[src/rtl/mfp_irq_pkg.sv]
// Shared constants and types for the MFP interrupt controller.
package mfp_irq_pkg;

  localparam int unsigned NumCh = 16;

  localparam logic [3:0] AddrIera = 4'd0;
  localparam logic [3:0] AddrIerb = 4'd1;
  localparam logic [3:0] AddrIpra = 4'd2;
  localparam logic [3:0] AddrIprb = 4'd3;
  localparam logic [3:0] AddrIsra = 4'd4;
  localparam logic [3:0] AddrIsrb = 4'd5;
  localparam logic [3:0] AddrImra = 4'd6;
  localparam logic [3:0] AddrImrb = 4'd7;
  localparam logic [3:0] AddrVr   = 4'd8;

  localparam logic [7:0] DefaultSpuriousVec = 8'h18;

  typedef enum logic {StIdle, StVect} ack_state_e;

endpackage

[src/rtl/mfp_irq_prio.sv]
// Highest-set-bit encoder over the 16 interrupt channels; channel 15 wins.
module mfp_irq_prio
  import mfp_irq_pkg::*;
(
  input  logic [NumCh-1:0] i_bits,
  output logic [3:0]       o_idx,
  output logic             o_valid
);

  always_comb begin
    o_idx   = 4'd0;
    o_valid = 1'b0;
    for (int i = 0; i < NumCh; i++) begin
      if (i_bits[i]) begin
        o_idx   = 4'(i);
        o_valid = 1'b1;
      end
    end
  end

endmodule

[src/rtl/mfp_irq_ctrl.sv]
// MFP68901 interrupt controller: enable/pending/in-service/mask registers,
// priority request generation and the interrupt-acknowledge vector cycle.
module mfp_irq_ctrl
  import mfp_irq_pkg::*;
#(
  parameter logic [7:0] SPURIOUS_VEC = DefaultSpuriousVec
) (
  input  logic        i_clk,
  input  logic        i_rst_n,
  input  logic        i_sel,
  input  logic        i_we,
  input  logic [3:0]  i_addr,
  input  logic [7:0]  i_dat,
  output logic [7:0]  o_dat,
  input  logic [15:0] i_irq,
  input  logic        i_iack,
  output logic        o_irq_n,
  output logic [7:0]  o_vec,
  output logic        o_vec_valid
);

  logic [15:0] r_ier, r_ipr, r_isr, r_imr, r_prev_irq;
  logic [4:0]  r_vr;  // VR[7:3]; r_vr[0] is the software-EOI bit S
  logic        r_irq_n;
  logic [7:0]  r_vec;
  logic        r_vec_valid;
  ack_state_e  r_state;

  logic [15:0] w_ier_d, w_ipr_d, w_isr_d, w_imr_d;
  logic [4:0]  w_vr_d;
  logic [7:0]  w_vec_d;
  logic        w_vec_valid_d;
  ack_state_e  w_state_d;

  logic [15:0] w_pend, w_edge;
  logic [3:0]  w_h, w_s;
  logic        w_h_valid, w_s_valid, w_req, w_wr, w_ack_clr;

  assign w_pend = r_ipr & r_imr;
  assign w_edge = i_irq & ~r_prev_irq;
  assign w_wr   = i_sel & i_we;

  mfp_irq_prio u_prio_pend (
    .i_bits  (w_pend),
    .o_idx   (w_h),
    .o_valid (w_h_valid)
  );

  mfp_irq_prio u_prio_isr (
    .i_bits  (r_isr),
    .o_idx   (w_s),
    .o_valid (w_s_valid)
  );

  assign w_req = w_h_valid & (~w_s_valid | (w_h > w_s));

  always_comb begin
    w_state_d     = r_state;
    w_vec_d       = r_vec;
    w_vec_valid_d = 1'b0;
    w_ack_clr     = 1'b0;
    case (r_state)
      StIdle: begin
        if (i_iack) begin
          w_vec_valid_d = 1'b1;
          w_state_d     = StVect;
          if (w_req) begin
            w_ack_clr = 1'b1;
            w_vec_d   = {r_vr[4:1], w_h};
          end else begin
            w_vec_d = SPURIOUS_VEC;
          end
        end
      end
      StVect:  w_state_d = StIdle;
      default: w_state_d = StIdle;
    endcase
  end

  // Write clears first, then the acknowledge clear, then event sets win.
  always_comb begin
    w_ier_d = r_ier;
    w_ipr_d = r_ipr;
    w_isr_d = r_isr;
    w_imr_d = r_imr;
    w_vr_d  = r_vr;
    if (w_wr) begin
      case (i_addr)
        AddrIera: begin
          w_ier_d[15:8] = i_dat;
          w_ipr_d[15:8] = r_ipr[15:8] & i_dat;
        end
        AddrIerb: begin
          w_ier_d[7:0] = i_dat;
          w_ipr_d[7:0] = r_ipr[7:0] & i_dat;
        end
        AddrIpra: w_ipr_d[15:8] = r_ipr[15:8] & i_dat;
        AddrIprb: w_ipr_d[7:0]  = r_ipr[7:0] & i_dat;
        AddrIsra: w_isr_d[15:8] = r_isr[15:8] & i_dat;
        AddrIsrb: w_isr_d[7:0]  = r_isr[7:0] & i_dat;
        AddrImra: w_imr_d[15:8] = i_dat;
        AddrImrb: w_imr_d[7:0]  = i_dat;
        AddrVr: begin
          w_vr_d = i_dat[7:3];
          if (!i_dat[3]) w_isr_d = '0;
        end
        default: ;
      endcase
    end
    if (w_ack_clr) begin
      w_ipr_d[w_h] = 1'b0;
      if (r_vr[0]) w_isr_d[w_h] = 1'b1;
    end
    w_ipr_d = w_ipr_d | (w_edge & r_ier);
  end

  always_ff @(posedge i_clk or negedge i_rst_n) begin
    if (!i_rst_n) begin
      r_ier       <= '0;
      r_ipr       <= '0;
      r_isr       <= '0;
      r_imr       <= '0;
      r_vr        <= '0;
      r_prev_irq  <= '0;
      r_irq_n     <= 1'b1;
      r_vec       <= 8'h00;
      r_vec_valid <= 1'b0;
      r_state     <= StIdle;
    end else begin
      r_ier       <= w_ier_d;
      r_ipr       <= w_ipr_d;
      r_isr       <= w_isr_d;
      r_imr       <= w_imr_d;
      r_vr        <= w_vr_d;
      r_prev_irq  <= i_irq;
      r_irq_n     <= ~w_req;
      r_vec       <= w_vec_d;
      r_vec_valid <= w_vec_valid_d;
      r_state     <= w_state_d;
    end
  end

  always_comb begin
    o_dat = 8'h00;
    case (i_addr)
      AddrIera: o_dat = r_ier[15:8];
      AddrIerb: o_dat = r_ier[7:0];
      AddrIpra: o_dat = r_ipr[15:8];
      AddrIprb: o_dat = r_ipr[7:0];
      AddrIsra: o_dat = r_isr[15:8];
      AddrIsrb: o_dat = r_isr[7:0];
      AddrImra: o_dat = r_imr[15:8];
      AddrImrb: o_dat = r_imr[7:0];
      AddrVr:   o_dat = {r_vr, 3'b000};
      default:  o_dat = 8'h00;
    endcase
  end

  assign o_irq_n     = r_irq_n;
  assign o_vec       = r_vec;
  assign o_vec_valid = r_vec_valid;

endmodule

[config.mk]
export PLATFORM = sky130hd
export DESIGN_NAME = mfp_irq_ctrl
export DESIGN_NICKNAME = d
export VERILOG_FILES = /design/src/rtl/mfp_irq_pkg.sv /design/src/rtl/mfp_irq_prio.sv /design/src/rtl/mfp_irq_ctrl.sv
export SDC_FILE = /design/constraint.sdc
export NUM_CORES = 1
export LEC_CHECK = 0
export ABC_AREA = 0
export CAP_MARGIN = 15
export CELL_PAD_IN_SITES_DETAIL_PLACEMENT = 1
export CELL_PAD_IN_SITES_GLOBAL_PLACEMENT = 1
export CORE_UTILIZATION = 45
export DETAILED_ROUTE_END_ITERATION = 6
export GPL_TIMING_DRIVEN = 0
export PLACE_DENSITY_LB_ADDON = 0.1
export RECOVER_POWER = 50
export SLEW_MARGIN = 20
export SYNTH_ARGS = -nofsm -noshare
export SYNTH_HDL_FRONTEND = slang
export SYNTH_SLANG_ARGS = --single-unit
[constraint.sdc]
create_clock -name i_clk -period 3.5 [get_ports i_clk]
set_clock_uncertainty 0.2 [all_clocks]
set_input_delay 0.525 -clock i_clk [delete_from_list [all_inputs] [get_ports i_clk]]
set_output_delay 0.525 -clock i_clk [all_outputs]
set_load 0.005 [all_outputs]
# Word level (Yosys, flattened, before mapping)
# Cells that the tools add are included.
# Widths: inputs -> output; s select.
# totals
ff_bits	96
inputBits	33
output_inout_bits	18
wordCells	133
# classes
n_lt_le_gt_ge	3
n_eq_ne	8
mux	82
bitwise_logic	18
reduce_logical	10
# op_table
op	count
$mux 16	6
$pmux 8 s9	1
$and 16x16->16	4
$mux 4	16
$mux 1	40
$and 8x8->8	4
$not 16->16	2
$or 16x16->16	2
$pmux 8 s2	2
$mux 3	8
$mux 8	3
$eq 4x3->1 const B	4
$reduce_and 2->1	6
$eq 4x2->1 const B	2
$mux 2	4
$lt 4x5->1 const B	1
$demux 1 s4	1
$eq 4x1->1 const B	1
$eq 4x4->1 const B	1
$ge 4x1->1 const B	1
$gt 4x4->1	1
$logic_not 4->1	1
$reduce_or 2->1	2
$not 1->1	3
4 further kinds	5

# Depth between registers and ports, before layout
# logic_depth
ltp_word	24
depth_mapped	12

# Cells and area by module
# A second synthesis with hierarchy kept.
# unflattened
cells_unflattened	475
hier_area_um2	4918.5
# by_module_without_submodules
mod	instances	cells_per_inst	area_each_um2
mfp_irq_ctrl	1	417	4595.7
mfp_irq_prio	2	29	161.4

# Worst setup path before layout
# Ideal clock, no wire load.
# synth_path
path_type	reg-to-reg
startpoint	reg r_ipr[2]
endpoint	reg r_isr[12]
setup_time_ps	122
t_arrival_ps	2827
required_time_ps	3178
setup_slack_ps	351
path_stages_with_launch	12
path_buffers	1
synth_period_minus_slack_ps	3149
cell_sequence	dfrtp_1 > a22o_1 > a211oi_1 > o21a_1 > inv_1 > ha_1 > and3b_1 > a2111oi_0 > o32a_1 > buf_2 > nor2_1 > a32o_1
# synth_via
elab_chain_len	22
# synth_lines
element	line	source
start, declared	mfp_irq_ctrl.sv:22	logic [15:0] r_ier, r_ipr, r_isr, r_imr, r_prev_irq;
start signal, assigned	mfp_irq_ctrl.sv:131	r_ipr <= w_ipr_d;
$and 16x16->16 (*)	mfp_irq_ctrl.sv:39	assign w_pend = r_ipr & r_imr;
$mux 2 (2 in series)	mfp_irq_prio.sv:14	if (i_bits[i]) begin
$mux 3 (4 in series)	mfp_irq_prio.sv:14	
$mux 4 (8 in series)	mfp_irq_prio.sv:14	
$lt 4x5->1 (not written as such) (tied with other cells)	mfp_irq_ctrl.sv:112	if (r_vr[0]) w_isr_d[w_h] = 1'b1;
$logic_and 1x1->1 (not written as such) or $or 1x1->1 (tied branches)	mfp_irq_ctrl.sv:112, mfp_irq_ctrl.sv:55	
$mux 1 (not written as such) or $and 1x1->1 (tied branches)	mfp_irq_ctrl.sv:112, mfp_irq_ctrl.sv:55	
$demux 1 s4 or $mux 1 (tied branches)	mfp_irq_ctrl.sv:112, mfp_irq_ctrl.sv:67	
$or 16x16->16 (no line) or $mux 1 (tied branches)	-	
$mux 16 or $mux 1 (tied branches)	mfp_irq_ctrl.sv:112, mfp_irq_ctrl.sv:62	
$mux 16 (*)	mfp_irq_ctrl.sv:110	if (w_ack_clr) begin
via w_isr_d[12]	mfp_irq_ctrl.sv:29	logic [15:0] w_ier_d, w_ipr_d, w_isr_d, w_imr_d;
end signal, assigned	mfp_irq_ctrl.sv:132	r_isr <= w_isr_d;
end, declared	mfp_irq_ctrl.sv:22	
# The timed path passes the listed nets; every way through them passes the cells marked *.
# A chain may end at the register's enable or synchronous reset.

# Worst setup path after layout
# layout_path
startpoint	in i_addr[3]
endpoint	out o_dat[3]
# layout_via
elab_chain_len	2
# layout_lines
element	line	source
start, declared	mfp_irq_ctrl.sv:12	input logic [3:0] i_addr,
$eq 4x4->1 (tied with other cells)	mfp_irq_ctrl.sv:145	case (i_addr)
$pmux 8 s9 (*)	mfp_irq_ctrl.sv:145	
end, declared	mfp_irq_ctrl.sv:14	output logic [7:0] o_dat,
# Every way passes the cells marked *; elsewhere a longest branch is shown, timed or not.

==> results.cfg <==
[run_status]
status = complete, no violations

[critical_path]
endpoint_kind = primary output
required_ps = 2770
cp.arrival_ps = 2730
timing.rr.end = r_isr[12]$_DFF_PN0_
startpoint_type = input port
r2r_slack_ps = 130
r2r_start = r_isr[3]$_DFF_PN0_
cp_max_fo = 10
rr_worst_depth = 12
worst-setup-path-type = input port to primary output

[clock_tree]
clkLatencyLatePin_ps = 390
cts_root_buf = clkbuf_8
cts_tree = done
clock_sinks = 95
path_clk_slew_ps = 100
clockBufferDepth = 2
htree_levels = 3
cts_buffers = 9

[sta]
drv_slew = 0
setup_viol = 0
fmax_ghz = 0.290
worst_hold_slack_ps = 295
tightest_slew_ps = 1320
rsz0062_at_grt = false
fin_ws_ps = 46.4
timing.setup.tns_ps = 0
finalWorstPathRequiredPeriod_ps = 3450
fin_crit_sh_pct = 98.7
final-hold-violation-count = 0
maxSlewHeadroom_pct = 12.1

[floorplan]
die_area_sq_um = 11500
row_count = 38
core-area_sq_um = 10800
ios = 51
die_w_um = 107
fp.dieH_um = 107
initial_utilization_pct = 46.2

[yosys]
synth_warnings = 0
yosysMostFrequentCell = dfrtp_1
netlist_instances = 484
synth-xor-area-share_pct = 0
synth_top_family_by_area = compound AO/OA/AOI/OAI gates
synth_mux_area_share_pct = 9.88
ys_types = 65
synth.largest_area_cell = dfrtp_1
synth-simple-area-share_pct = 15.8
ys_seq_elements = 95
yosysTopAreaCellShare_pct = 47.0
yosys_most_used_dff = dfrtp_1
syn_nets = 521
synth_compound_area_share_pct = 23.2
ys_seq_area_share_pct = 47.5
async_flop_share_pct = 100
synthTopCellsByArea = dfrtp_1, mux2_2, nand2_1
synth-edff-count = 0
synth_area_per_cell_sq_um = 10.3
synthAdderAreaFrac_pct = 1.00
netlist_area_sq_um = 5000
synthTopCellsByCount = dfrtp_1, mux2_2, nand2_1

[grt]
grt_max_degree = 51
grt_pass1_wl_um = 27100
track_usage_pct = 32.7
overflow = 0
antenna_found_initial = 0
grt_pass1_vias = 4575

[min_path]
hold-path-endpoint = o_vec[1]$_DFFE_PN0P_
worstHoldStart = o_vec[1]$_DFFE_PN0P_
hold_path_class = flip-flop to flip-flop
whs_path_depth = 2

[drt]
dr.first_iter.drc_count = 423
firstDrtPassIters = 5
postRouteAntennaNets = 0
wl_um = 17800
via_count = 4498
vias_per_cell = 6.49
routedWlPerCell_um = 25.7
remaining_drc_errors = 0

[run]
maxCapViolations = 0

[place]
numPlacedInstances = 673
portBuffers = 48
placed_area_sq_um = 5700
dp_slack_ps = -786
dp_hpwl_um = 13500
gp_congestion = 0.931

[power_and_ir_drop]
p_leak_nw = 2.44
p_total_mw = 4.48
cellPowerDensity_nw_per_um2 = 738
peakVddDrop_v = 0.000760

[finish]
final_cells = 693
final_area_sq_um = 6070
final_nets = 585
postLayoutCoreUtil_pct = 56.0
layout-area-overhead-vs-synth_pct = 21.3
num_antenna_cells = 0
drive_gt1_share_pct = 18.8
logic make-up after synthesis:
family / count (synthesis)
compound gates: 166
fa+ha+maj: 4
buf+inv: 34
flops: 95
mux: 42
simple gates: 143
cells in the final DEF (no fill, tap or decap), types with 7 or more instances in the layout:
master           count
mux2_2              39
nand3b_1            12
nor2_1              23
nand2_1             35
o211ai_1            11
dlygate4sd3_1       17
inv_1               16
nor3_1               8
o21a_1               7
a22o_1               8
clkbuf_1            11
nand3_1             12
o22ai_1              9
a21oi_1             22
a22oi_1             12
a31oi_1              9
dfrtp_1             94
o21ai_0             26
clkbuf_8            13
clkdlybuf4s50_1     28
per-layer routing:
metal	GRT usage [%]	wire [um]	vias up
li1	-	-	1993
met1	44.9	8020	2327
met2	51.5	8440	148
met3	5.15	921	30
met4	13.4	435	0
met5	0	0	-
worst max-delay path by stage:
stage	startpoint	cells past startpoint	to
after floorplan	r_ipr[2]$_DFF_PN0_	11	r_isr[12]$_DFF_PN0_
after global placement	i_rst_n	1	r_prev_irq[4]$_DFF_PN0_
after detailed placement	i_addr[2]	9	o_dat[4]
after CTS	r_ipr[3]$_DFF_PN0_	12	r_isr[12]$_DFF_PN0_
after global routing	i_addr[3]	7	o_dat[7]
final	i_addr[3]	7	o_dat[3]
power by group:
part           switching, mW  internal [mW]  leakage (nW)  total (mW)
logic                   1.21          0.864          1.20        2.07
clock network          0.417          0.371        0.0988       0.789
registers              0.273           1.34          1.14        1.61
sequential cells by signal, indices dropped and copies added, names as in the netlist:
register / flops
r_state: 1
r_isr: 16
r_vr: 5
r_ipr: 16
r_ier: 16
r_imr: 16
o_irq_n: 1
o_vec: 8
r_prev_irq: 16
worst max-delay path, cell delays in order:
cell,delay (ps)
clkdlybuf4s50_1,500
buf_4,200
nand2b_4,200
nor2_2,100
a222oi_1,540
o221ai_1,320
dlygate4sd2_1,340
timing repair:
action	4_1_cts	5_1_grt
pin swaps	5	4
buffers inserted	3	0
hold buffers	1	0
hold endpoints to repair	44	0
endpoints found under the setup margin	47	25
resized for setup	36	14
layout make-up:
cell class                      count  area (sq um)
Timing Repair Buffer               53           505
Clock inverter                      4          53.8
Clock buffer                       12           155
Inverter                           17          63.8
Buffer                             17           104
Multi-Input combinational cell    355          2640
Tap cell                          140           175
Fill cell                        1196          4770
Sequential cell                    95          2380
(Power assumes the default switching activity.)
